<file path="config.mk">
export PLATFORM = sky130hd
export DESIGN_NAME = interfaz_tx
export DESIGN_NICKNAME = d
export VERILOG_FILES = /design/src/rtl/interfaz_tx_pkg.sv /design/src/rtl/interfaz_tx_chk.sv /design/src/rtl/interfaz_tx.sv
export SDC_FILE = /design/constraint.sdc
export NUM_CORES = 1
export LEC_CHECK = 0
export BUFFER_PORTS_ARGS = -buffer_cell sky130_fd_sc_hd__buf_2
export CAP_MARGIN = 40
export CORE_MARGIN = 8
export CORE_UTILIZATION = 23
export CTS_CLUSTER_DIAMETER = 120
export CTS_CLUSTER_SIZE = 10
export DETAILED_ROUTE_END_ITERATION = 10
export SYNTH_ARGS = -nofsm -noshare
export SYNTH_HDL_FRONTEND = slang
export SYNTH_HIERARCHICAL = 1
export SYNTH_SLANG_ARGS = --single-unit
</file>
<file path="constraint.sdc">
create_clock -name i_clk -period 4.25 [get_ports i_clk]
set_input_delay 0.2125 -clock i_clk [delete_from_list [all_inputs] [get_ports i_clk]]
set_output_delay 0.2125 -clock i_clk [all_outputs]
set_load 0.03 [all_outputs]
</file>
<file path="src/rtl/interfaz_tx_pkg.sv">
// Shared definitions for the ALU -> UART return path: FSM state encodings,
// default data widths and the byte-counter width rule.
package uart_defs;

   typedef enum logic [1:0] {
      ST_IDLE = 2'b00,
      ST_SEND = 2'b01,
      ST_WAIT = 2'b10
   } state_t;

   localparam int DBIT_DEF      = 8;
   localparam int NB_RESULT_DEF = 16;

   // Counter must hold NBYTES (the checksum slot), never narrower than 1 bit
   function automatic int cnt_width(input int nbytes);
      int w;
      w = $clog2(nbytes + 1);
      return (w < 1) ? 1 : w;
   endfunction

endpackage

</file>
<file path="src/rtl/interfaz_tx_chk.sv">
// XOR accumulator for the frame checksum byte. A clear together with an
// enable starts a fresh sum with the incoming byte.
module interfaz_tx_chk #(
   parameter int DBIT = 8
) (
   input  logic            i_clk,
   input  logic            i_rst,
   input  logic            i_clr,
   input  logic            i_en,
   input  logic [DBIT-1:0] i_din,
   output logic [DBIT-1:0] o_chk
);

   logic [DBIT-1:0] r_acc;

   // Accumulate each loaded byte; clear restarts the sum
   always_ff @(posedge i_clk or posedge i_rst) begin
      if (i_rst) begin
         r_acc <= '0;
      end else if (i_en) begin
         r_acc <= (i_clr ? '0 : r_acc) ^ i_din;
      end else if (i_clr) begin
         r_acc <= '0;
      end
   end

   assign o_chk = r_acc;

endmodule

</file>
<file path="src/rtl/interfaz_tx.sv">
// Return-path interface ALU -> UART TX. Captures one ALU result and sends it
// LSB byte first, one start pulse per byte, waiting for the TX done tick.
// Optional feature: define INTERFAZ_TX_CHECKSUM_EN to append an XOR checksum
// byte to every frame.
module interfaz_tx
   import uart_defs::*;
#(
   parameter int DBIT      = DBIT_DEF,
   parameter int NB_RESULT = NB_RESULT_DEF
) (
   input  logic                 i_clk,
   input  logic                 i_rst,
   input  logic [NB_RESULT-1:0] i_result,
   input  logic                 i_result_valid,
   input  logic                 i_tx_done,
   output logic [DBIT-1:0]      o_tx_data,
   output logic                 o_tx_start,
   output logic                 o_busy,
   output logic                 o_drop
);

   localparam int NBYTES = NB_RESULT / DBIT;
   localparam int CW     = cnt_width(NBYTES);

   localparam logic [CW-1:0] CNT_LAST_DATA = CW'(NBYTES - 1);
`ifdef INTERFAZ_TX_CHECKSUM_EN
   // The checksum byte occupies counter slot NBYTES
   localparam logic [CW-1:0] CNT_LAST = CW'(NBYTES);
`else
   localparam logic [CW-1:0] CNT_LAST = CNT_LAST_DATA;
`endif

   state_t                r_state;
   state_t                w_state_next;
   logic [CW-1:0]         r_cnt;
   logic [NB_RESULT-1:0]  r_shift;
   logic [DBIT-1:0]       r_tx_data;
   logic                  r_drop;

   logic                  w_last;
   logic                  w_final_done;
   logic                  w_next_done;
   logic                  w_accept;
   logic                  w_drop;
   logic [NB_RESULT-1:0]  w_shift_nxt;
   logic [DBIT-1:0]       w_next_byte;

   assign w_last       = (r_cnt == CNT_LAST);
   assign w_final_done = (r_state == ST_WAIT) && i_tx_done && w_last;
   assign w_next_done  = (r_state == ST_WAIT) && i_tx_done && !w_last;
   // A result is taken in IDLE, or back-to-back with the frame's final done
   assign w_accept     = i_result_valid && ((r_state == ST_IDLE) || w_final_done);
   assign w_drop       = i_result_valid && !w_accept && (r_state != ST_IDLE);
   assign w_shift_nxt  = r_shift >> DBIT;
   assign w_next_byte  = w_shift_nxt[DBIT-1:0];

`ifdef INTERFAZ_TX_CHECKSUM_EN
   logic            w_chk_en;
   logic [DBIT-1:0] w_chk_din;
   logic [DBIT-1:0] w_chk;

   // Every result byte is folded in as it is loaded into o_tx_data
   assign w_chk_en  = w_accept || (w_next_done && (r_cnt != CNT_LAST_DATA));
   assign w_chk_din = w_accept ? i_result[DBIT-1:0] : w_next_byte;

   interfaz_tx_chk #(
      .DBIT (DBIT)
   ) u_chk (
      .i_clk (i_clk),
      .i_rst (i_rst),
      .i_clr (w_accept),
      .i_en  (w_chk_en),
      .i_din (w_chk_din),
      .o_chk (w_chk)
   );
`endif

   // State register
   always_ff @(posedge i_clk or posedge i_rst) begin
      if (i_rst) begin
         r_state <= ST_IDLE;
      end else begin
         r_state <= w_state_next;
      end
   end

   // Next-state logic
   always_comb begin
      w_state_next = r_state;
      case (r_state)
         ST_IDLE: if (i_result_valid) w_state_next = ST_SEND;
         ST_SEND: w_state_next = ST_WAIT;
         ST_WAIT: begin
            if (i_tx_done) begin
               if (!w_last || i_result_valid) w_state_next = ST_SEND;
               else                           w_state_next = ST_IDLE;
            end
         end
         default: w_state_next = ST_IDLE;
      endcase
   end

   // Outputs decoded from the registered state
   always_comb begin
      o_tx_start = (r_state == ST_SEND);
      o_busy     = (r_state != ST_IDLE);
   end

   // Byte datapath: capture on accept, advance one byte per non-final done
   always_ff @(posedge i_clk or posedge i_rst) begin
      if (i_rst) begin
         r_cnt     <= '0;
         r_shift   <= '0;
         r_tx_data <= '0;
         r_drop    <= 1'b0;
      end else begin
         r_drop <= w_drop;
         if (w_accept) begin
            r_cnt     <= '0;
            r_shift   <= i_result;
            r_tx_data <= i_result[DBIT-1:0];
         end else if (w_next_done) begin
            r_cnt   <= r_cnt + 1'b1;
            r_shift <= w_shift_nxt;
`ifdef INTERFAZ_TX_CHECKSUM_EN
            r_tx_data <= (r_cnt == CNT_LAST_DATA) ? w_chk : w_next_byte;
`else
            r_tx_data <= w_next_byte;
`endif
         end
      end
   end

   assign o_tx_data = r_tx_data;
   assign o_drop    = r_drop;

endmodule

</file>
==> summary.txt <==
Outcome
  • Status: finished, final reports clean

Global route
  • Grt total ovfl: 0
  • Antenna violations before repair: 0
  • Tot GR Track Use: 6.21%
  • Largest net degree at the start of global routing: 22
  • Vias in the first global route: 776
  • First-pass GRT wire length: 3.54 mm

Synth
  • Post-synth top area share: 47.9%
  • Post-Syn Area: 0.00110 sq mm
  • Yosys warns: 6
  • Sequential share of the synthesized area: about 48%
  • Synthesized Nets: 103
  • Post-synth top area cell: dfrtp_1
  • Synthesized area per cell: 13.4 sq um
  • Unique masters post-synth: 18
  • Cells after synthesis: 82
  • Yosys reg bits: 21
  • Largest cells by area after synthesis: dfrtp_1, mux2_2, mux2_4

STA
  • Worst-Margin Slew: 0.575 ns
  • # setup viols final: 0
  • Slew Limit Fails: 0
  • Final period util: 46.2%
  • Setup ws final: 2.29 ns
  • Slew headroom: about three fifths
  • Tmin final: 1.96 ns
  • Final hold violation count: 0
  • Setup_tns: 0 ns
  • FMAX: a little over 0.5 GHz
  • Skew final: 0.00247 ns
  • RSZ-0062 raised after global routing: false

Detailed routing
  • Met2 WL: 1.12 mm
  • First-pass iteration count of the detailed router: 2
  • Via count: 669
  • Metal3 WL: 119 um
  • Detailed Route Iter0 Violations: 11
  • DRC: 0
  • Routed WL per cell: 13.1 um
  • WL met1: 869 um
  • Post-route ant nets: 0
  • Vias/cell: between 4 and 5
  • Total wire length: 2.12 mm
  • Uppermost layer routed: met4

CTS
  • Reg clk slew, reported paths: 0.08 ns
  • Clock tree buffer depth: 2
  • Root buf cell: clkbuf_8
  • Count of cells resized by post-cts repair: 0
  • CTS Sinks: 21
  • H-tree levels: 1
  • Skew-Pair Late Insertion Delay: 0.25 ns
  • Setup Buffers After CTS: 0
  • CTS tree: built
  • CTS Buf Count: 3

Finish
  • Leading cell types in the layout, fill and taps excluded: buf_2, dfrtp_1, mux2_2, mux2_4, nor2b_1
  • Synthesis-to-layout area growth: 20.4%
  • Layout cells sized above 1: about 60%
  • Final Core Density: between 20% and 30%
  • Post-route cell area: 0.00132 sq mm
  • Diodes inserted: 0
  • Commonest non-fill, non-tap cell in the layout: buf_2
  • Final nets: 130

Worst setup path
  • Startpoint types: register
  • Slowest Stage Delay on Critical Path: 0.56 ns
  • Crit-path max FO: 11
  • CP endpoint kind: register
  • CP Data Required Time: 4.39 ns
  • Critical path, cell by cell: inv_1 -> ha_1 -> nand2_1 -> a211oi_4 -> buf_6 -> mux2_2
  • Critical path class: reg -> reg
  • CP max-delay cell: a211oi_4
  • Critical path arrival: between 2 and 2.5 ns

Pwr
  • Pwr per Cell Area: around 740 mW/mm^2
  • Max VDD drop: between 0.2 and 0.25 mV
  • Leak: around 0.62 nW

Flow run
  • Max cap viols: 0

Min path
  • Worst min path class: in -> reg

Floorplan
  • Core area: 0.00466 sq mm
  • Starting Density: 23.5%
  • Die area: between 0.007 and 0.008 sq mm
  • Die H: 85.0 um
  • Width of the chip: 85.0 um
  • Rows: 25
  • Top-level I/O count: 31

Place
  • Post-DP HPWL: 1.64 mm
  • Port Buf Inserts: 30
  • Routability congestion estimate: 0.669
  • Place WS: 2.28 ns
  • Dpl cell area: approximately 0.0012 sq mm
## final timing paths
check | from | to | slack, ns | depth (start not counted)
worst max register to register | r_cnt[1] | r_shift[4] | 2.29 | 6
worst min-delay path | i_result[7] | r_shift[7] | 0.18 | 2
min in group asynchronous | i_rst | r_shift[12] | 0.39 | 3
worst min register to register | r_cnt[0] | r_cnt[0] | 0.57 | 2
max in group asynchronous | i_rst | r_shift[5] | 3.51 | 4
worst max-delay path | r_cnt[1] | r_shift[4] | 2.29 | 6
## sequential cells by signal (all words and copies together), names as in the netlist
name     count
r_state      2
r_shift     16
o_drop       1
r_cnt        2
## final cells by class
cell class | instances | area [sq um]
Clock buffer | 4 | 45.0
Multi-Input combinational cell | 47 | 472
Fill cell | 475 | 3340
Tap cell | 54 | 67.6
Timing Repair Buffer | 33 | 199
Inverter | 3 | 11.3
Sequential cell | 21 | 526
## cell usage after synthesis
cell	instances
a211oi_1	1
a211oi_4	1
a21oi_1	1
and4bb_4	1
buf_2	1
buf_4	8
buf_6	2
dfrtp_1	21
ha_1	1
inv_1	3
mux2_2	15
mux2_4	9
nand2_1	1
nor2_1	3
nor2b_1	9
nor3b_1	1
or2_2	3
xnor2_1	1
## worst max-delay path: cells and delay by family (launching register included)
kind / cells / cell delay [ns]
and+or+nand+nor: 1 / 0.11
adders and majority gates: 1 / 0.15
muxes: 1 / 0.35
buffers and inverters: 2 / 0.30
DFF: 1 / 0.38
AOI/OAI and AO/OA: 1 / 0.56
## layer usage
metal / GRT usage (%) / vias up
li1: - / 320
met4: 2.91 / 0
met1: 6.56 / 330
met3: 2.12 / 2
met5: 0 / -
met2: 10.8 / 17
## through the flow
| step | cells | hold slack [ns] | total power, W |
|---|---|---|---|
| final | 162 | 0.184 | 0.000981 |
| after global routing | 162 | 0.169 | 0.00105 |
| after CTS | 160 | 0.137 | 0.000999 |
| after detailed placement | 156 | 0.423 | 0.000861 |
| after global placement | 155 | 0.399 | 0.000827 |
| after floorplan | 82 | 0.189 | 0.000804 |
## cells by family (layout without fill, tap and decap cells)
logic type	count (synthesis)	count (layout)	synth area share, %
AOI/OAI and AO/OA	3	3	2.97
xor gates and xnor gates	1	1	0.799
buffers and inverters	14	40	9.02
muxes	24	24	27.7
DFF	21	21	47.9
adders and majority gates	1	1	1.14
and+or+nand+nor	18	18	10.4
## report_power, final
part	switching, W	internal [W]	total (W)	leakage (nW)
Sequential	0.0000564	0.000297	0.000353	0.257
Clock	0.0000621	0.0000666	0.000129	0.0228
Combinational	0.000242	0.000257	0.000499	0.345
## timing repair
action / 4_1_cts / 5_1_grt
hold buffers: 0 / 1
endpoints found under the setup margin: 0 / 0
endpoints found under the hold margin: 0 / 2
Note: power is estimated with default switching activity, not from simulation.
